$ cat config.mk
export PLATFORM = sky130hd
export DESIGN_NAME = mem_access_unit
export DESIGN_NICKNAME = d
export VERILOG_FILES = /design/src/rtl/mem_access_unit.sv
export SDC_FILE = /design/constraint.sdc
export NUM_CORES = 1
export LEC_CHECK = 0
export CAP_MARGIN = 20
export CORE_ASPECT_RATIO = 1.25
export CORE_UTILIZATION = 55
export DETAILED_ROUTE_END_ITERATION = 6
export PLACE_DENSITY = 0.95
export SETUP_SLACK_MARGIN = 0.02
export SYNTH_ARGS = -nofsm -noshare
export SYNTH_HDL_FRONTEND = slang
export SYNTH_SLANG_ARGS = --single-unit
$ cat constraint.sdc
create_clock -name clk -period 6.4 [get_ports clk]
set_clock_uncertainty 0.05 [all_clocks]
set_input_delay 0.64 -clock clk [delete_from_list [all_inputs] [get_ports clk]]
set_output_delay 0.64 -clock clk [all_outputs]
set_load 0.01 [all_outputs]
$ cat src/rtl/mem_access_unit.sv
// MEM-stage load/store unit in front of an 8-byte-wide data memory.
// Sub-word stores read-modify-write the enclosing doubleword.
module mem_access_unit #(
    parameter int MEM_BYTES = 32,
    parameter int XLEN      = 64
) (
    input  logic            clk,
    input  logic            rst_n,
    input  logic            req_valid,
    output logic            req_ready,
    input  logic            req_we,
    input  logic [2:0]      req_funct3,
    input  logic [XLEN-1:0] req_addr,
    input  logic [XLEN-1:0] req_wdata,
    input  logic [4:0]      req_rd,
    output logic            resp_valid,
    output logic [XLEN-1:0] resp_rdata,
    output logic [4:0]      resp_rd,
    output logic            resp_fault,
    output logic [XLEN-1:0] mem_adr,
    output logic [XLEN-1:0] mem_datain,
    output logic            mem_w,
    output logic            mem_r,
    input  logic [XLEN-1:0] mem_dataout
);

    typedef enum logic [1:0] {
        IDLE = 2'd0,
        RD   = 2'd1,
        WR   = 2'd2,
        RESP = 2'd3
    } state_t;

    state_t            state_q, state_d;
    logic              we_q, we_d;
    logic [2:0]        f3_q, f3_d;
    logic [2:0]        off_q, off_d;
    logic [XLEN-1:0]   wdata_q, wdata_d;
    logic [4:0]        rd_q, rd_d;
    logic              resp_valid_q, resp_valid_d;
    logic [XLEN-1:0]   resp_rdata_q, resp_rdata_d;
    logic [4:0]        resp_rd_q, resp_rd_d;
    logic              resp_fault_q, resp_fault_d;
    logic [XLEN-1:0]   mem_adr_q, mem_adr_d;
    logic [XLEN-1:0]   mem_datain_q, mem_datain_d;
    logic              mem_w_q, mem_w_d;
    logic              mem_r_q, mem_r_d;
    logic              misal;
    logic              req_fault;

    // Replace bytes [off, off+size-1] of the old doubleword with store data.
    function automatic logic [XLEN-1:0] merge_bytes(
        input logic [XLEN-1:0] old,
        input logic [XLEN-1:0] wd,
        input logic [2:0]      off,
        input logic [1:0]      sz
    );
        logic [XLEN-1:0] m;
        int              k;
        m = old;
        for (int i = 0; i < 8; i++) begin
            k = i - int'(off);
            if (k >= 0 && k < (1 << sz)) begin
                m[8*i +: 8] = wd[8*k +: 8];
            end
        end
        return m;
    endfunction

    // Align the addressed lane to bit 0, then sign- or zero-extend.
    function automatic logic [XLEN-1:0] load_ext(
        input logic [XLEN-1:0] d,
        input logic [2:0]      off,
        input logic [2:0]      f3
    );
        logic [XLEN-1:0] s;
        logic [XLEN-1:0] r;
        s = d >> {off, 3'b000};
        unique case (f3[1:0])
            2'd0: r = f3[2] ? {{(XLEN-8){1'b0}}, s[7:0]}
                            : {{(XLEN-8){s[7]}}, s[7:0]};
            2'd1: r = f3[2] ? {{(XLEN-16){1'b0}}, s[15:0]}
                            : {{(XLEN-16){s[15]}}, s[15:0]};
            2'd2: r = f3[2] ? {{(XLEN-32){1'b0}}, s[31:0]}
                            : {{(XLEN-32){s[31]}}, s[31:0]};
            2'd3: r = s;
        endcase
        return r;
    endfunction

    // Fault classification of the incoming request.
    always_comb begin
        misal = 1'b0;
        unique case (req_funct3[1:0])
            2'd0: misal = 1'b0;
            2'd1: misal = req_addr[0];
            2'd2: misal = |req_addr[1:0];
            2'd3: misal = |req_addr[2:0];
        endcase
        req_fault = misal
                  || (req_addr >= XLEN'(MEM_BYTES))
                  || (!req_we && req_funct3 == 3'b111)
                  || (req_we && req_funct3[2]);
    end

    // Next state and next values of all registered outputs.
    always_comb begin
        state_d      = state_q;
        we_d         = we_q;
        f3_d         = f3_q;
        off_d        = off_q;
        wdata_d      = wdata_q;
        rd_d         = rd_q;
        resp_rdata_d = resp_rdata_q;
        resp_rd_d    = resp_rd_q;
        resp_fault_d = resp_fault_q;
        mem_adr_d    = mem_adr_q;
        mem_datain_d = mem_datain_q;
        unique case (state_q)
            IDLE: begin
                if (req_valid) begin
                    we_d    = req_we;
                    f3_d    = req_funct3;
                    off_d   = req_addr[2:0];
                    wdata_d = req_wdata;
                    rd_d    = req_rd;
                    if (req_fault) begin
                        state_d      = RESP;
                        resp_rd_d    = req_rd;
                        resp_fault_d = 1'b1;
                        resp_rdata_d = '0;
                    end else begin
                        mem_adr_d = {req_addr[XLEN-1:3], 3'b000};
                        if (req_we && req_funct3[1:0] == 2'b11) begin
                            state_d      = WR;
                            mem_datain_d = req_wdata;
                        end else begin
                            state_d = RD;
                        end
                    end
                end
            end
            RD: begin
                if (we_q) begin
                    state_d      = WR;
                    mem_datain_d = merge_bytes(mem_dataout, wdata_q,
                                               off_q, f3_q[1:0]);
                end else begin
                    state_d      = RESP;
                    resp_rdata_d = load_ext(mem_dataout, off_q, f3_q);
                    resp_rd_d    = rd_q;
                    resp_fault_d = 1'b0;
                end
            end
            WR: begin
                state_d      = RESP;
                resp_rdata_d = '0;
                resp_rd_d    = rd_q;
                resp_fault_d = 1'b0;
            end
            RESP: state_d = IDLE;
            default: state_d = IDLE;
        endcase
        mem_r_d      = (state_d == RD);
        mem_w_d      = (state_d == WR);
        resp_valid_d = (state_d == RESP);
    end

    // State, captured request and registered outputs.
    always_ff @(posedge clk or negedge rst_n) begin
        if (!rst_n) begin
            state_q      <= IDLE;
            we_q         <= 1'b0;
            f3_q         <= '0;
            off_q        <= '0;
            wdata_q      <= '0;
            rd_q         <= '0;
            resp_valid_q <= 1'b0;
            resp_rdata_q <= '0;
            resp_rd_q    <= '0;
            resp_fault_q <= 1'b0;
            mem_adr_q    <= '0;
            mem_datain_q <= '0;
            mem_w_q      <= 1'b0;
            mem_r_q      <= 1'b0;
        end else begin
            state_q      <= state_d;
            we_q         <= we_d;
            f3_q         <= f3_d;
            off_q        <= off_d;
            wdata_q      <= wdata_d;
            rd_q         <= rd_d;
            resp_valid_q <= resp_valid_d;
            resp_rdata_q <= resp_rdata_d;
            resp_rd_q    <= resp_rd_d;
            resp_fault_q <= resp_fault_d;
            mem_adr_q    <= mem_adr_d;
            mem_datain_q <= mem_datain_d;
            mem_w_q      <= mem_w_d;
            mem_r_q      <= mem_r_d;
        end
    end

    assign req_ready  = (state_q == IDLE);
    assign resp_valid = resp_valid_q;
    assign resp_rdata = resp_rdata_q;
    assign resp_rd    = resp_rd_q;
    assign resp_fault = resp_fault_q;
    assign mem_adr    = mem_adr_q;
    assign mem_datain = mem_datain_q;
    assign mem_w      = mem_w_q;
    assign mem_r      = mem_r_q;

endmodule

==> summary.md, run 1 <==
| Metric | Value |
|---|---|
| Worst skew pair latency | `570 ps` |
| Routed wire length | `65,740 um` |
| Syn_area_per_cell | `11.76 um^2` |
| # H-tree levels | `1` |
| EDFF count, synth | `0` |
| Remaining global-route overflow | `0` |
| Post-DP HPWL | `49,590 um` |
| RD Place Congestion | `1.010` |
| Leak Pwr | `0.009212 uW` |
| Switching power | `5463 uW` |
| Wire length of the first global-routing pass | `96,770 um` |
| Die Height | `198.2 um` |
| Post-synthesis cell type count | `63` |
| Cell area after synthesis | `16,930 um^2` |
| Remaining design rule violation count | `0` |
| Leading cell types in the layout, fill and taps excluded | `clkdlybuf4s50_1, dfrtp_1, mux2_2` |
| Combinational family with the most area after synthesis | `multiplexers` |
| Initial drt markers | `1,988` |
| Post-synthesis cell count | `1,439` |
| Reported max-cap violation count | `0` |
| Vias | `15,090` |
| Sequential-to-total area share from yosys stat | `0.4080` |
| Clock slew at the register clock pins of the worst setup and hold paths | `70 ps` |
| Overall power | `12,390 uW` |
| Number of buffers inserted during clock tree synthesis | `28` |
| Number of I/O pins | `406` |
| RSZ-0062 raised after global routing | `no` |
| Kind of path behind the tightest hold check | `reg -> reg` |
| Relative max-transition margin | `0.2250` |
| Critical Path Fanout Max | `36` |
| Top FF cell, synth | `dfrtp_1` |
| Final Hold Viols | `0` |
| Slew at the pin closest to its max-slew limit | `1154 ps` |
| Number of buffers on the longest clock path | `3` |
| Mean number of vias per cell | `6.843` |
| Number of antenna violations at the first check in global routing | `2` |
| Fmax | `215.4 MHz` |
| Setup TNS | `0 ps` |
| Initial Util | `0.5605` |
| Chip width | `158.9 um` |
| Post-route minimum period | `4643 ps` |
| Share of synthesized cell area in full adder, half adder and majority cells | `0.02513` |
| Clock net sink count | `276` |
| Multiplexer share of the synthesized area | `0.3058` |
| Number of synthesized register bits | `276` |
| Sequential Power Share | `0.247` |
| Leading cell type in the layout, fill and taps excluded | `clkdlybuf4s50_1` |
| Critical Path AT | `5050 ps` |
| Pin count of the biggest net entering global routing | `149` |
| Post-DR wirelength/cell | `29.81 um` |
| Kind of start point of the critical path | `register` |
| Simple-gate area share of the yosys netlist | `0.09830` |
| Compound-cell area share of the yosys netlist | `0.1205` |
| VDD IR-drop max | `0.3447 mV` |
| Share of layout cells above drive strength 1 | `0.2210` |
| Final clock period utilization by the worst path | `0.7255` |
| Critical path class | `reg -> reg` |
| Number of inserted filler cells in the final layout | `2,079` |
| Clock network fraction of design power | `0.143` |
| Critical Path Sink Type | `register` |
| Synth top area cells | `dfrtp_1, mux2_2, mux4_2` |
| Std-Cell Rows | `71` |
| Ys Warns | `0` |
| Proportion of synthesized flip-flops having asynchronous set or reset | `1.000` |
| Nets | `2,017` |
| Number of I/O port buffers | `402` |
| Core Footprint | `30,200 um^2` |
| DR pass1 iterations | `5` |
| Die Area | `31,490 um^2` |
| Final Setup Violations | `0` |
| Root Driver | `clkbuf_16` |
| Antenna viol nets, final | `0` |
| Synth Area in XOR/XNOR | `0.002143` |
| Outcome | `finished clean` |
| Fraction of post-synthesis cell area in the top cell type by area | `0.4080` |
| Final-report max-slew violation count | `0` |
| Critical Path RT | `6810 ps` |
| Synthesis-to-finish area growth | `31.03%` |
| Number of global-route vias before repair | `15,340` |
| GRT Overall Usage | `0.4160` |
| CTS tree | `done` |
| Cell Pwr Density | `558.7 nW/um^2` |
| Library cell occupying the most area in the post-synthesis netlist | `dfrtp_1` |
| Logic pwr share | `0.610` |
| Cell internal power dissipation | `6930 uW` |
| Switching share of power | `0.4408` |
==> synthesized netlist by cell type (all sizes together), types with 3 or more instances <==
library cell	n
o21ai	35
mux2	213
clkbuf	70
a21oi	45
o2111ai	8
mux2i	57
nor2b	4
nor4	17
a21o	3
a22oi	19
a221oi	16
nand3b	7
a221o	34
a31oi	58
o221ai	8
and3	25
inv	27
nand2b	8
buf	53
nor3	23
a211oi	9
nor2	24
ha	34
nor3b	3
nand4	7
o31a	10
and2	62
dfrtp	276
a41oi	3
mux4	98
o311a	3
or3	4
nand3	17
nand2	116
o31ai	10
o211ai	8
==> critical path: stages (launching register included) <==
cell,delay [ps]
dfrtp_4,770
inv_2,380
ha_1,790
clkinv_1,410
ha_1,390
nor2_1,50
nor3_1,870
nor3_1,200
a221o_1,330
mux2_2,260
==> worst paths after layout <==
kind | startpoint | endpoint | slack [ps] | cells past startpoint
min reg2reg | mem_adr[55] | mem_adr[55] | 440 | 1
max in group asynchronous | rst_n | off_q[0] | 4330 | 3
min in group asynchronous | rst_n | resp_rdata[0] | 520 | 2
max reg2reg | off_q[1] | mem_datain[55] | 1760 | 9
min | mem_adr[55] | mem_adr[55] | 440 | 1
max | off_q[1] | mem_datain[55] | 1760 | 9
==> cells by family after synthesis <==
group                    count (synthesis)
multiplexers                           368
AND/OR/NAND/NOR                        324
AO/OA/AOI/OAI                          282
flip-flops                             276
buffers and inverters                  152
adder cells (fa/ha/maj)                 34
XOR/XNOR                                 2
other                                    1
==> repair_timing <==
item                                   4_1_cts  5_1_grt
setup buffers                                0        0
hold buffers                                 1        0
gates resized for setup                      0        0
endpoints found under the hold margin       51        0
==> flip-flops by register name, indices dropped and copies added (netlist names) <==
signal	cells
resp_valid	1
mem_r	1
mem_datain	64
rd_q	5
f3_q	3
mem_adr	61
we_q	1
resp_fault	1
mem_w	1
off_q	3
state_q	2
resp_rdata	64
resp_rd	5
wdata_q	64
==> cell type report <==
| class | instances | area [um^2] | area share |
|---|---|---|---|
| Antenna cell | 3 | 7.507 | 0.0003384 |
| Sequential cell | 276 | 6914 | 0.3117 |
| Timing Repair Buffer | 431 | 4284 | 0.1931 |
| Multi-Input combinational cell | 1013 | 9378 | 0.4228 |
| Tap cell | 401 | 501.7 | 0.02262 |
| Clock inverter | 12 | 182.7 | 0.008235 |
| Inverter | 29 | 108.9 | 0.004907 |
| Clock buffer | 40 | 805.8 | 0.03632 |
==> power groups by stage <==
stage                     registers (uW)  logic (uW)  clock network, uW
final                               3060        7560               1770
after global routing                3110        7960               1840
after CTS                           3010        7360               1780
after detailed placement            3030        7310                  0
after global placement              2990        7200                  0
after floorplan                     2880        4970                  0
==> per-stage QoR <==
step           instances  utilization  cell area (um^2)  hold slack [ps]  setup slack (ps)
6_report            2205       0.7344             22180            438.0              1757
3_5_place_dp        2145       0.6994             21120            419.8              1919
3_3_place_gp        2145       0.6994             21120            418.5              2098
4_1_cts             2198       0.7324             22120            439.9              1869
2_1_floorplan       1441            -             16940            294.4              2009
5_1_grt             2204       0.7343             22180            455.7              1590
==> layer usage <==
metal	global-route usage	share of wire	routed length, um	vias to the layer above
met5	0	0	0	-
met4	0.3152	0.086	5641	0
met3	0.08085	0.099	6532	263
met2	0.6858	0.48	31400	1220
met1	0.4844	0.34	22160	7410
li1	-	-	-	6195
Note: power is estimated with default switching activity, not from simulation.
==> run 2, diff against run 1 <==
--- a/config.mk
+++ b/config.mk
@@ -7,9 +7,9 @@
 export LEC_CHECK = 0
 export CAP_MARGIN = 20
 export CORE_ASPECT_RATIO = 1.25
-export CORE_UTILIZATION = 55
+export CORE_UTILIZATION = 51
 export DETAILED_ROUTE_END_ITERATION = 6
-export PLACE_DENSITY = 0.95
+export PLACE_DENSITY = 0.93
 export SETUP_SLACK_MARGIN = 0.02
 export SYNTH_ARGS = -nofsm -noshare
 export SYNTH_HDL_FRONTEND = slang
==> constraint.sdc (replaced) <==
create_clock -name clk -period 4.56 [get_ports clk]
set_clock_uncertainty 0.05 [all_clocks]
set_input_delay 0.456 -clock clk [delete_from_list [all_inputs] [get_ports clk]]
set_output_delay 0.456 -clock clk [all_outputs]
set_load 0.01 [all_outputs]
==> run 2 against run 1 <==
Via count decreased by 1.0%. Die area up 7.7%. Clock power rose by 45%. Sequential share of layout area fell by 0.20 points. Worst setup slack worse by 960 ps. Sequential power up 43%. Total power up 41%. First-iteration DRC count grew 1.2%. Routed wire length down 1.4%. Hold slack got worse by 180 ps. Count of clock-buffer cells in the layout fell by 5. Final cell count grew 0.95%. Largest cell class unchanged.
==> summary.md, run 2 (same netlist as run 1, synthesis figures left out) <==
| Metric | Value |
|---|---|
| Mean number of vias per cell | `6.707 (was 6.843)` |
| Outcome | `finished clean (unchanged)` |
| Fmax | `265.6 MHz (was 215.4 MHz)` |
| Number of antenna violations at the first check in global routing | `5 (was 2)` |
| Number of inserted filler cells in the final layout | `2,330 (was 2,079)` |
| Clock network fraction of design power | `0.148 (was 0.143)` |
| Logic pwr share | `0.601 (was 0.610)` |
| RSZ-0062 raised after global routing | `no (unchanged)` |
| Final Non-Filler Cells | `2,226 (was 2,205)` |
| Slew at the pin closest to its max-slew limit | `1159 ps (was 1154 ps)` |
| Final clock period utilization by the worst path | `0.8256 (was 0.7255)` |
| Number of I/O port buffers | `402 (unchanged)` |
| Die Height | `205.7 um (was 198.2 um)` |
| CTS tree | `done (unchanged)` |
| Relative max-transition margin | `0.2273 (was 0.2250)` |
| Met1 wire length | `22,060 um (was 22,160 um)` |
| Final Setup Violations | `0 (unchanged)` |
| # H-tree levels | `1 (unchanged)` |
| Critical Path RT | `5030 ps (was 6810 ps)` |
| Pin count of the biggest net entering global routing | `136 (was 149)` |
| Initial Util | `0.5180 (was 0.5605)` |
| Setup TNS | `0 ps (unchanged)` |
| Post-cts gate resize count | `0 (unchanged)` |
| Post-route minimum period | `3765 ps (was 4643 ps)` |
| Remaining global-route overflow | `0 (unchanged)` |
| RR Endpoint | `resp_rdata[27] (was mem_datain[55])` |
| Leading cell type in the layout, fill and taps excluded | `clkdlybuf4s50_1 (unchanged)` |
| Critical path class | `reg -> reg (unchanged)` |
| GRT Overall Usage | `0.3866 (was 0.4160)` |
| Leading cell types in the layout, fill and taps excluded | `clkdlybuf4s50_1, dfrtp_1, mux2_2 (unchanged)` |
| Number of buffers inserted during clock tree synthesis | `28 (unchanged)` |
| Worst skew pair latency | `590 ps (was 570 ps)` |
| Clock net sink count | `276 (unchanged)` |
| Leak Pwr | `0.009273 uW (was 0.009212 uW)` |
| Crit-path max cell delay | `800 ps (was 870 ps)` |
| Worst reg2reg path depth | `6 (was 9)` |
| Slowest stage cell on the critical path | `o21bai_1 (was nor3_1)` |
| Synthesis-to-finish area growth | `31.88% (was 31.03%)` |
| Kind of path behind the tightest hold check | `in -> async (was reg -> reg)` |
| Routed wire length | `64,820 um (was 65,740 um)` |
| Number of global-route vias before repair | `15,170 (was 15,340)` |
| Number of I/O pins | `406 (unchanged)` |
| Number of buffers on the longest clock path | `3 (unchanged)` |
| Final-report max-slew violation count | `0 (unchanged)` |
| Final instance area | `22,330 um^2 (was 22,180 um^2)` |
| Antenna viol nets, final | `0 (unchanged)` |
| Initial drt markers | `2,011 (was 1,988)` |
| Switching power | `7564 uW (was 5463 uW)` |
| Worst Hold Margin | `254.8 ps (was 438.0 ps)` |
| VDD IR-drop max | `0.6235 mV (was 0.3447 mV)` |
| Highest metal layer used by the detailed router | `met4 (unchanged)` |
| DR pass1 iterations | `7 (was 5)` |
| Switching share of power | `0.4342 (was 0.4408)` |
| Total instance count after detailed placement | `2,170 (was 2,145)` |
| Wire length of the first global-routing pass | `95,180 um (was 96,770 um)` |
| Nets | `2,023 (was 2,017)` |
| Reported max-cap violation count | `0 (unchanged)` |
| Post-DP HPWL | `47,870 um (was 49,590 um)` |
| Post-DR wirelength/cell | `29.12 um (was 29.81 um)` |
| Reg2reg setup slack | `800 ps (was 1760 ps)` |
| Core Footprint | `32,680 um^2 (was 30,200 um^2)` |
| Metal2 WL | `30,000 um (was 31,400 um)` |
| Share of layout cells above drive strength 1 | `0.2260 (was 0.2210)` |
| RD Place Congestion | `1.014 (was 1.010)` |
| Root Driver | `clkbuf_16 (unchanged)` |
| Post-Place Cell Area | `21,250 um^2 (was 21,120 um^2)` |
| Sequential Power Share | `0.251 (was 0.247)` |
| Cell Pwr Density | `780.3 nW/um^2 (was 558.7 nW/um^2)` |
| Kind of start point of the critical path | `register (unchanged)` |
| Std-Cell Rows | `74 (was 71)` |
| Worst R2R Start | `off_q[1] (unchanged)` |
| Critical Path Fanout Max | `61 (was 36)` |
| Vias | `14,930 (was 15,090)` |
| Critical Path AT | `4230 ps (was 5050 ps)` |
| Routed length on met3 | `7225 um (was 6532 um)` |
| Cell internal power dissipation | `9857 uW (was 6930 uW)` |
| Critical Path Sink Type | `register (unchanged)` |
| Remaining design rule violation count | `0 (unchanged)` |
| Chip width | `165.0 um (was 158.9 um)` |
| Final Hold Viols | `0 (unchanged)` |
| Sequence of cells on the critical path | `buf_4, mux2i_1, mux4_2, o21bai_1, and3_1, mux2_2 (was inv_2, ha_1, clkinv_1, ha_1, nor2_1, nor3_1, nor3_1, a221o_1, mux2_2)` |
| Clock slew at the register clock pins of the worst setup and hold paths | `70 ps (about the same)` |
| Die Area | `33,930 um^2 (was 31,490 um^2)` |
## run 2: changes by cell type in the layout (fill, tap and decap cells not counted)
cell       previous run  this run
clkinv_4              1         0
bufinv_16             4         5
clkbuf_16            29        28
ha_2                  0         1
buf_4                24        28
buf_8                 2         1
buf_2                 1         0
clkinv_2              3         5
clkbuf_1              6         1
buf_16                0         1
clkinv_16             0         1
clkbuf_2              0         1
ha_1                 34        33
buf_12                1         4
## run 2: how the worst max path moves through the flow
stage,start,to,slack [ps]
CTS,off_q[1],resp_rdata[62],830
detailed placement,off_q[1],resp_rdata[55],860
finish,off_q[1],resp_rdata[27],800
global placement,req_addr[2],mem_datain[16],970
floorplan,off_q[2],mem_datain[40],170
global route,off_q[1],resp_rdata[27],660
## run 2: worst max-delay path: cells and delay by family, from the launching register on
family	cells	cell delay [ps]
compound gates	1	800
buf+inv	1	720
flops	1	710
mux	3	990
simple gates	1	380
## run 2: what timing repair did
action,4_1_cts,5_1_grt
hold buffers,1,0
buffers inserted,0,0
endpoints found under the hold margin,22,0
## run 2: power by group through the flow
stage / logic (uW) / clock network [uW] / registers [uW]
after floorplan: 6970 / 0 / 4040
after global placement: 9980 / 0 / 4260
after detailed placement: 10200 / 0 / 4310
after CTS: 10200 / 2580 / 4290
after global routing: 11100 / 2670 / 4430
final: 10500 / 2570 / 4370
## run 2: stage by stage
step	utilization	worst slack (ps)	total power [uW]
CTS	0.6819	834.5	17120
finish	0.6831	795.3	17420
detailed placement	0.6500	859.0	14480
global placement	0.6500	970.9	14240
floorplan	-	169.3	11010
global route	0.6831	663.5	18190
## run 2: metal layers
| layer | global-route usage | up-vias |
|---|---|---|
| li1 | - | 6213 |
| met4 | 0.2847 | 0 |
| met1 | 0.4676 | 7310 |
| met2 | 0.6094 | 1155 |
| met3 | 0.07962 | 252 |
| met5 | 0 | - |
## run 2: cell type report
class | count | area, um^2 | share of cell area
antenna | 3 | 7.507 | 0.0003362
clock buffer | 35 | 787.0 | 0.03525
clock inverter | 15 | 244.0 | 0.01093
inverter | 29 | 108.9 | 0.004876
multi-input combinational | 1013 | 9380 | 0.4201
sequential | 276 | 6914 | 0.3097
tap | 418 | 523.0 | 0.02343
timing repair buffer | 437 | 4362 | 0.1954
==> run 3, diff against run 2 <==
--- a/config.mk
+++ b/config.mk
@@ -7,9 +7,9 @@
 export LEC_CHECK = 0
 export CAP_MARGIN = 20
 export CORE_ASPECT_RATIO = 1.25
-export CORE_UTILIZATION = 51
+export CORE_UTILIZATION = 46
 export DETAILED_ROUTE_END_ITERATION = 6
-export PLACE_DENSITY = 0.93
+export PLACE_DENSITY = 0.89
 export SETUP_SLACK_MARGIN = 0.02
 export SYNTH_ARGS = -nofsm -noshare
 export SYNTH_HDL_FRONTEND = slang
==> constraint.sdc (replaced) <==
create_clock -name clk -period 3.2 [get_ports clk]
set_clock_uncertainty 0.05 [all_clocks]
set_input_delay 0.32 -clock clk [delete_from_list [all_inputs] [get_ports clk]]
set_output_delay 0.32 -clock clk [all_outputs]
set_load 0.01 [all_outputs]
==> run 3 against run 2 <==
Cell area is 2.5% higher. Routed wire length grew 3.4%. Fmax is 23% higher. Critical path depth rose by 2. Combinational power rose by 52%. Register-to-register slack worse by 660 ps. Sequential power up 40%. Largest power group unchanged.
==> summary.md, run 3 (same netlist as run 1, synthesis figures left out) <==
| Metric | Value |
|---|---|
| Sequential Power Share | `0.239 (was 0.251)` |
| Terminating pin of the worst hold path | `wdata_q[28]` |
| Worst Hold Margin | `315.9 ps (was 254.8 ps)` |
| Initial drt markers | `1,559 (was 2,011)` |
| Setup repair bufs after CTS | `0 (unchanged)` |
| Reported max-cap violation count | `0 (unchanged)` |
| Worst skew pair latency | `580 ps (was 590 ps)` |
| Critical path class | `reg -> reg (unchanged)` |
| Chip width | `173.6 um (was 165.0 um)` |
| Vias | `14,980 (was 14,930)` |
| Final clock period utilization by the worst path | `0.9576 (was 0.8256)` |
| Critical Path Sink Type | `register (unchanged)` |
| Die Height | `216.5 um (was 205.7 um)` |
| Mean number of vias per cell | `6.414 (was 6.707)` |
| RD Place Congestion | `1.038 (was 1.014)` |
| GRT Overall Usage | `0.3557 (was 0.3866)` |
| Outcome | `finished clean (unchanged)` |
| Number of I/O pins | `406 (unchanged)` |
| Post-DP HPWL | `52,210 um (was 47,870 um)` |
| Final Non-Filler Cells | `2,336 (was 2,226)` |
| Reg2reg setup slack | `140 ps (was 800 ps)` |
| Final-report max-slew violation count | `0 (unchanged)` |
| Critical Path AT | `3530 ps (was 4230 ps)` |
| Share of layout cells above drive strength 1 | `0.2508 (was 0.2260)` |
| Most utilized layer in the global route result | `met2 (unchanged)` |
| Wire length of the first global-routing pass | `98,500 um (was 95,180 um)` |
| Number of buffers on the longest clock path | `3 (unchanged)` |
| Fmax | `326.4 MHz (was 265.6 MHz)` |
| Leading cell types in the layout, fill and taps excluded | `clkdlybuf4s50_1, dfrtp_1, mux2_2 (unchanged)` |
| Post-DR wirelength/cell | `28.69 um (was 29.12 um)` |
| Total instance count after detailed placement | `2,284 (was 2,170)` |
| Leading cell type in the layout, fill and taps excluded | `clkdlybuf4s50_1 (unchanged)` |
| Number of antenna violations at the first check in global routing | `4 (was 5)` |
| Std-Cell Rows | `78 (was 74)` |
| Routed wire length | `67,020 um (was 64,820 um)` |
| Die Area | `37,580 um^2 (was 33,930 um^2)` |
| Post-Place Cell Area | `21,930 um^2 (was 21,250 um^2)` |
| Hold depth | `3` |
| Slew at the pin closest to its max-slew limit | `1004 ps (was 1159 ps)` |
| Final instance area | `22,890 um^2 (was 22,330 um^2)` |
| Worst R2R Start | `off_q[1] (unchanged)` |
| Kind of start point of the critical path | `register (unchanged)` |
| VDD IR-drop max | `0.5558 mV (was 0.6235 mV)` |
| DR pass1 iterations | `5 (was 7)` |
| Critical Path Fanout Max | `40 (was 61)` |
| Global-route track usage on met2 | `0.5889 (was 0.6094)` |
| Cell internal power dissipation | `14,510 uW (was 9857 uW)` |
| Pin count of the biggest net entering global routing | `103 (was 136)` |
| Nets | `2,072 (was 2,023)` |
| Post-cts gate resize count | `0 (unchanged)` |
| Remaining global-route overflow | `0 (unchanged)` |
| Synthesis-to-finish area growth | `35.23% (was 31.88%)` |
| Antenna viol nets, final | `0 (unchanged)` |
| Cell Pwr Density | `1114 nW/um^2 (was 780.3 nW/um^2)` |
| Switching share of power | `0.4309 (was 0.4342)` |
| Final Hold Viols | `0 (unchanged)` |
| Kind of path behind the tightest hold check | `in -> reg (was in -> async)` |
| Switching power | `10,990 uW (was 7564 uW)` |
| RR Endpoint | `resp_rdata[32] (was resp_rdata[27])` |
| RSZ-0062 raised after global routing | `no (unchanged)` |
| Number of buffers inserted during clock tree synthesis | `27 (was 28)` |
| Root Driver | `clkbuf_16 (unchanged)` |
| Startpoint of the tightest hold check path | `req_wdata[28]` |
| Clock network fraction of design power | `0.135 (was 0.148)` |
| Initial Util | `0.4663 (was 0.5180)` |
| Post-route minimum period | `3064 ps (was 3765 ps)` |
| Relative max-transition margin | `0.3258 (was 0.2273)` |
| Final Setup Violations | `0 (unchanged)` |
| Clock net sink count | `276 (unchanged)` |
| Number of global-route vias before repair | `15,280 (was 15,170)` |
| Clock slew at the register clock pins of the worst setup and hold paths | `70 ps (about the same)` |
| # H-tree levels | `1 (unchanged)` |
| Core Footprint | `36,300 um^2 (was 32,680 um^2)` |
| Critical Path RT | `3660 ps (was 5030 ps)` |
| Met3 demand-to-capacity share in global routing | `0.07702 (was 0.07962)` |
| Logic pwr share | `0.626 (was 0.601)` |
| Worst reg2reg path depth | `8 (was 6)` |
| Remaining design rule violation count | `0 (unchanged)` |
| Leak Pwr | `0.009529 uW (was 0.009273 uW)` |
| CTS tree | `done (unchanged)` |
| Number of I/O port buffers | `402 (unchanged)` |
| Met1 usage in global routing | `0.4050 (was 0.4676)` |
==> run 3: changes by cell type in the layout (fill, tap and decap cells not counted), sizes merged <==
cell / change
inv: +1
buf: +51
clkinvlp: -2
bufinv: -1
clkbuf: +1
clkinv: -1
diode: -1
==> run 3: cell type report <==
class / instances / area [um^2]
multi-input cells: 1013 / 9463
inverters: 29 / 146.4
fillers: 2844 / 13410
clock buffers: 37 / 773.2
well taps: 480 / 600.6
flip-flops and latches: 276 / 6914
clock inverters: 12 / 170.2
repair buffers: 487 / 4820
diodes: 2 / 5.005
==> run 3: per-stage QoR <==
step	total power, uW	worst slack, ps	setup TNS, ps	utilization
after floorplan	16270	-348.0	-3546	-
after global placement	21370	-289.2	-32310	0.6041
after detailed placement	21700	-319.0	-34900	0.6041
after CTS	25260	177.0	0	0.6304
after global routing	26680	42.64	0	0.6305
final	25500	135.8	0	0.6305
==> run 3: timing repair <==
| action | 4_1_cts | 5_1_grt |
|---|---|---|
| endpoints found under the hold margin | 94 | 0 |
| setup endpoints to repair | 0 | 0 |
| hold buffers | 1 | 0 |
==> run 3: layer usage <==
layer,vias to the layer above,routed length [um]
met5,-,29
met4,4,5638
met3,212,6396
met2,1039,32140
met1,7406,22820
li1,6323,-
==> run 3: worst max path at each step <==
| stage | from | endpoint | cells past startpoint |
|---|---|---|---|
| 6_report | off_q[1] | resp_rdata[32] | 8 |
| 5_1_grt | off_q[1] | resp_rdata[39] | 8 |
| 4_1_cts | off_q[1] | resp_rdata[32] | 8 |
| 3_5_place_dp | req_addr[34] | resp_rdata[3] | 10 |
| 3_3_place_gp | req_addr[34] | resp_rd[4] | 9 |
| 2_1_floorplan | off_q[2] | mem_datain[40] | 16 |
==> run 3: power by group through the flow <==
| stage | logic [uW] | registers, uW | clock network, uW |
|---|---|---|---|
| global route | 16900 | 6200 | 3600 |
| finish | 16000 | 6100 | 3430 |
| CTS | 15800 | 6020 | 3480 |
| global placement | 15400 | 5990 | 0 |
| floorplan | 10500 | 5760 | 0 |
| detailed placement | 15600 | 6060 | 0 |
==> run 3: worst max-delay path, stage by stage (launching register included) <==
cell and delay, ps:
dfrtp_4 490, buf_4 420, buf_4 500, mux4_2 300, nor2_1 60, o41a_1 460
buf_12 190, a31oi_1 300, mux2_2 220
==> RTL edit 1: new RTL, config.mk and constraints of run 2 <==
Set the parameter `XLEN` to 60 (it was 64).
--- a/src/rtl/mem_access_unit.sv
+++ b/src/rtl/mem_access_unit.sv
@@ -2,7 +2,7 @@
 // Sub-word stores read-modify-write the enclosing doubleword.
 module mem_access_unit #(
     parameter int MEM_BYTES = 32,
-    parameter int XLEN      = 64
+    parameter int XLEN      = 60
 ) (
     input  logic            clk,
     input  logic            rst_n,
Ports: changed (6 resized); port bits go from 406 to 382. No check against the original RTL was run, so the function may have changed too.
==> RTL edit 1 against run 2 <==
Power down 6.9%. Area after synthesis down 6.6%. Worst setup slack worse by 0.13 ns. Count of clock-buffer cells in the layout down 2. First-iteration DRC count up 2.0%. Cell area down 7.7%. Sequential cell count down 16. Clock power down 17%. Routed wire length down 8.8%. Critical endpoint is now mem_datain[37]. Largest cell class unchanged.
==> RTL edit 1: results (changes against run 2) <==
metric,value,unit,change
outcome,"finished, final reports clean",,
Sw Ratio,45.65,%,+2.2 points
register area share after synthesis,41.16,%,+0.36 points
# hold bufs at CTS,1,,unchanged
fillcell total,2224,,-4.5%
maximum clock path buffer count,3,,unchanged
gpl congestion,1.051,,+3.6%
largest net degree at the start of global routing,109,,-20%
first-pass GRT wire length,88.31,mm,-7.2%
layout cells sized above 1,15.81,%,-6.8 points
PD cells,786.5,mW/mm²,+0.79%
met1 Usage GRT,47.48,%,+0.72 points
post-DP HPWL,44.02,mm,-8.0%
Placed Instance Area,0.01977,mm²,-6.9%
VDD IR max,584.5,µV,-6.3%
initial detailed-routing violation count,2052,,+2.0%
GR Util met2,56.77,%,-4.2 points
fin nets,2066,,+2.1%
Leak,0.008700,µW,-6.2%
Via density,6.554,,-2.3%
gr usage total,36.53,%,-2.1 points
slowest cell on the critical path,dfrtp_4,,
pre-CTS worst setup slack,0.8220,ns,-0.03691 ns
Netlist cell types,72,,+14%
GR Util met3,9.842,%,+1.9 points
synth top area cells,"dfrtp_1 (41%), mux4_2 (8.4%), mux2_2 (6.5%)",,
hold crit path type,reg2reg,,
"top cells by count, synth","dfrtp_1 (260), nor2_1 (147), nand2_1 (146), a21oi_1 (126), mux2i_1 (94)",,
Slew @ Worst Pin,1.241,ns,+0.08212 ns
Clock Latency Late Sink,0.56,ns,-0.03 ns
Buffers on Ports,378,,-6.0%
Reg power frac,26.8,%,+1.7 points
Clock Power Share,13.1,%,-1.7 points
initial antenna violation count,2,,-3
Worst path max stage delay,0.64,ns,-0.16 ns
crit-path max FO,22,,-64%
final wirelength,59.14,mm,-8.8%
CTS Buf Count,26,,-7.1%
"CP delay by family, top",compound AO/OA/AOI/OAI gates,,
RTL edit 1: changes by cell type after synthesis, sizes merged, moves of 37 or more:
cell   change
mux4      -38
a21oi     +82
a31oi     -45
o21ai     +49
nor2     +124
mux2     -122
mux2i     +37
RTL edit 1: layout make-up:
type | count | area [µm²] | share of cell area [%]
flip-flops and latches | 260 | 6515 | 31.60
inverters | 21 | 78.83 | 0.3824
clock buffers | 33 | 726.9 | 3.526
clock inverters | 15 | 106.4 | 0.5159
repair buffers | 413 | 4111 | 19.94
multi-input cells | 1118 | 8576 | 41.60
well taps | 401 | 501.7 | 2.434
RTL edit 1: per-layer routing:
layer | vias to the layer above | part of all wire [%]
li1 | 6258 | -
met4 | 2 | 5.9
met1 | 7158 | 37
met2 | 1154 | 45
met5 | - | 0.020
met3 | 246 | 12
RTL edit 1: metrics by stage:
stage                     util, %  instances
after floorplan                 -       1516
after global placement      65.18       2211
after detailed placement    65.27       2212
after CTS                   68.06       2261
after global routing        68.06       2261
final                       68.06       2261
RTL edit 1: cell families after synthesis:
group | after synthesis | synth area share [%]
buf+inv | 138 | 4.780
mux | 245 | 21.01
xor+xnor | 2 | 0.1108
other cells | 1 | 0.02372
simple gates | 433 | 12.54
compound gates | 401 | 17.69
fa+ha+maj | 34 | 2.691
flops | 260 | 41.16
RTL edit 1: path summary, 6_finish.rpt:
path / from / endpoint / slack, ns / cells past startpoint
max in group asynchronous: rst_n / mem_datain[34] / 2.83 / 3
min reg2reg: resp_rd[2] / resp_rd[2] / 0.43 / 2
max reg2reg: off_q[1] / mem_datain[37] / 0.67 / 12
min in group asynchronous: rst_n / mem_adr[28] / 0.52 / 2
max: off_q[1] / mem_datain[37] / 0.67 / 12
min: resp_rd[2] / resp_rd[2] / 0.43 / 2
==> RTL edit 2: new RTL, flow settings as in run 2 <==
Without the edit above. Take the reset off `wdata_q`, `rd_q`, `resp_rdata_q`, `mem_adr_q` and `mem_datain_q` and load them in a clocked block of their own.
--- a/src/rtl/mem_access_unit.sv
+++ b/src/rtl/mem_access_unit.sv
@@ -173,14 +173,9 @@
             we_q         <= 1'b0;
             f3_q         <= '0;
             off_q        <= '0;
-            wdata_q      <= '0;
-            rd_q         <= '0;
             resp_valid_q <= 1'b0;
-            resp_rdata_q <= '0;
             resp_rd_q    <= '0;
             resp_fault_q <= 1'b0;
-            mem_adr_q    <= '0;
-            mem_datain_q <= '0;
             mem_w_q      <= 1'b0;
             mem_r_q      <= 1'b0;
         end else begin
@@ -188,17 +183,20 @@
             we_q         <= we_d;
             f3_q         <= f3_d;
             off_q        <= off_d;
-            wdata_q      <= wdata_d;
-            rd_q         <= rd_d;
             resp_valid_q <= resp_valid_d;
-            resp_rdata_q <= resp_rdata_d;
             resp_rd_q    <= resp_rd_d;
             resp_fault_q <= resp_fault_d;
-            mem_adr_q    <= mem_adr_d;
-            mem_datain_q <= mem_datain_d;
             mem_w_q      <= mem_w_d;
             mem_r_q      <= mem_r_d;
         end
+    end
+
+    always_ff @(posedge clk) begin
+        wdata_q      <= wdata_d;
+        rd_q         <= rd_d;
+        resp_rdata_q <= resp_rdata_d;
+        mem_adr_q    <= mem_adr_d;
+        mem_datain_q <= mem_datain_d;
     end
 
     assign req_ready  = (state_q == IDLE);
Check against the original RTL: not settled (the Yosys comparison gave no result); the edit may change what the design does.
==> RTL edit 2 against run 2 <==
The flow now finishes with violations (DRC). Non-clock buffer count shrank 8. Area after synthesis shrank 9.4%. Critical path type unchanged. Routed wire length shrank 15%. Worst setup slack lost 0.0016 ns. Sequential cell count is the same. Count of clock-buffer cells in the layout grew 2. Sequential share of layout area grew 8.7 points. Power shrank 10%. Cell area shrank 7.4%.
==> RTL edit 2: results (changes against run 2) <==
metric,value,unit,change
share of async-settable or async-resettable flops after synthesis,6.522,%,-93 points
gr usage total,35.98,%,-2.7 points
CP Data Arrival Time,4.04,ns,-0.19 ns
layout cells sized above 1,13.11,%,-9.5 points
initial antenna violation count,7,,+2
crit-path max FO,64,,+4.9%
VDD IR max,590.9,µV,-5.2%
detailed-route DRC error count,1,,+1
wire per inst,27.36,µm,-6.0%
gpl congestion,0.9770,,-3.7%
Via density,6.454,,-3.8%
post-DP HPWL,40.36,mm,-16%
initial detailed-routing violation count,1559,,-22%
pre-CTS worst setup slack,0.8716,ns,+0.01266 ns
"top cells by count, synth","edfxtp_1 (258), nand2_1 (161), nor2_1 (102), a21oi_1 (82), mux4_2 (81)",,
switching power total,6445,µW,-15%
register area share after synthesis,53.46,%,+13 points
failing checks,DRC,,
outcome,"complete, but fails checks",,
Leak,0.007497,µW,-19%
Netlist cell types,61,,-3.2%
Post-synth EDFFs,258,,+258
largest net degree at the start of global routing,83,,-39%
Worst path max stage delay,0.67,ns,-0.13 ns
vias in the first global route,13030,,-14%
met1 Usage GRT,40.12,%,-6.6 points
RTL edit 2: cell count changes in the layout (fill, tap and decap cells not counted), moves of 20 or more:
| cell | change |
|---|---|
| a21oi_1 | +38 |
| mux2_2 | -192 |
| nand2_1 | +46 |
| nor2b_1 | +20 |
| edfxtp_1 | +258 |
| a31oi_1 | -49 |
| dfrtp_1 | -258 |
| nor2_1 | +78 |
| and2_1 | -60 |
RTL edit 2: per-stage QoR:
stage               instance area, µm²  util, %  cells
global placement                 19690    66.91   1952
CTS                              20650    70.18   2004
finish                           20680    70.28   2013
floorplan                        15360        -   1219
detailed placement               19690    66.91   1952
global route                     20680    70.27   2012
RTL edit 2: kinds of logic after synthesis:
logic type,synth area share (%)
buffers and inverters,3.133
xor gates and xnor gates,0.1142
AOI/OAI and AO/OA,11.80
adders and majority gates,2.774
other,0.02445
muxes,16.84
DFF,53.46
and+or+nand+nor,11.86
RTL edit 2: layout make-up:
type	instances	area (µm²)	share of cell area [%]
timing repair buffer	429	4249	20.54
inverter	15	57.56	0.2783
multi-input combinational	838	6696	32.38
clock buffer	37	755.7	3.654
sequential	276	8205	39.67
antenna	7	17.52	0.08469
tap	396	495.5	2.396
clock inverter	15	205.2	0.9921
RTL edit 2: power groups by stage:
stage	registers (µW)	logic [µW]	clock network (µW)
global route	4400	9350	2550
floorplan	4560	5290	0
global placement	4370	8350	0
detailed placement	4380	8530	0
CTS	4340	8610	2460
finish	4360	8810	2450
RTL edit 2: path summary, 6_finish.rpt:
check / startpoint / end / slack [ns] / cells after the start
max: off_q[1] / mem_datain[49] / 0.79 / 10
min: rst_n / resp_rd[4] / 0.35 / 1
max reg2reg: off_q[1] / mem_datain[49] / 0.79 / 10
min reg2reg: resp_rd[4] / resp_rd[4] / 0.46 / 1
max in group asynchronous: rst_n / off_q[1] / 3.44 / 1
min in group clk: req_wdata[32] / wdata_q[32] / 0.42 / 1
RTL edit 2: per-layer routing:
| layer | part of all wire, % | routed length [µm] |
|---|---|---|
| met4 | 7.2 | 3984 |
| met1 | 32 | 17450 |
| met2 | 50 | 27510 |
| met3 | 11 | 6147 |
| met5 | 0 | 0 |
RTL edit 2: critical path, delay by kind of cell (launching register included):
family / cells / cell delay, ns
AO/OA/AOI/OAI: 3 / 0.69
XOR/XNOR: 1 / 0.15
AND/OR/NAND/NOR: 1 / 0.25
flip-flops: 1 / 0.41
adder cells (fa/ha/maj): 2 / 0.63
buffers and inverters: 3 / 1.31
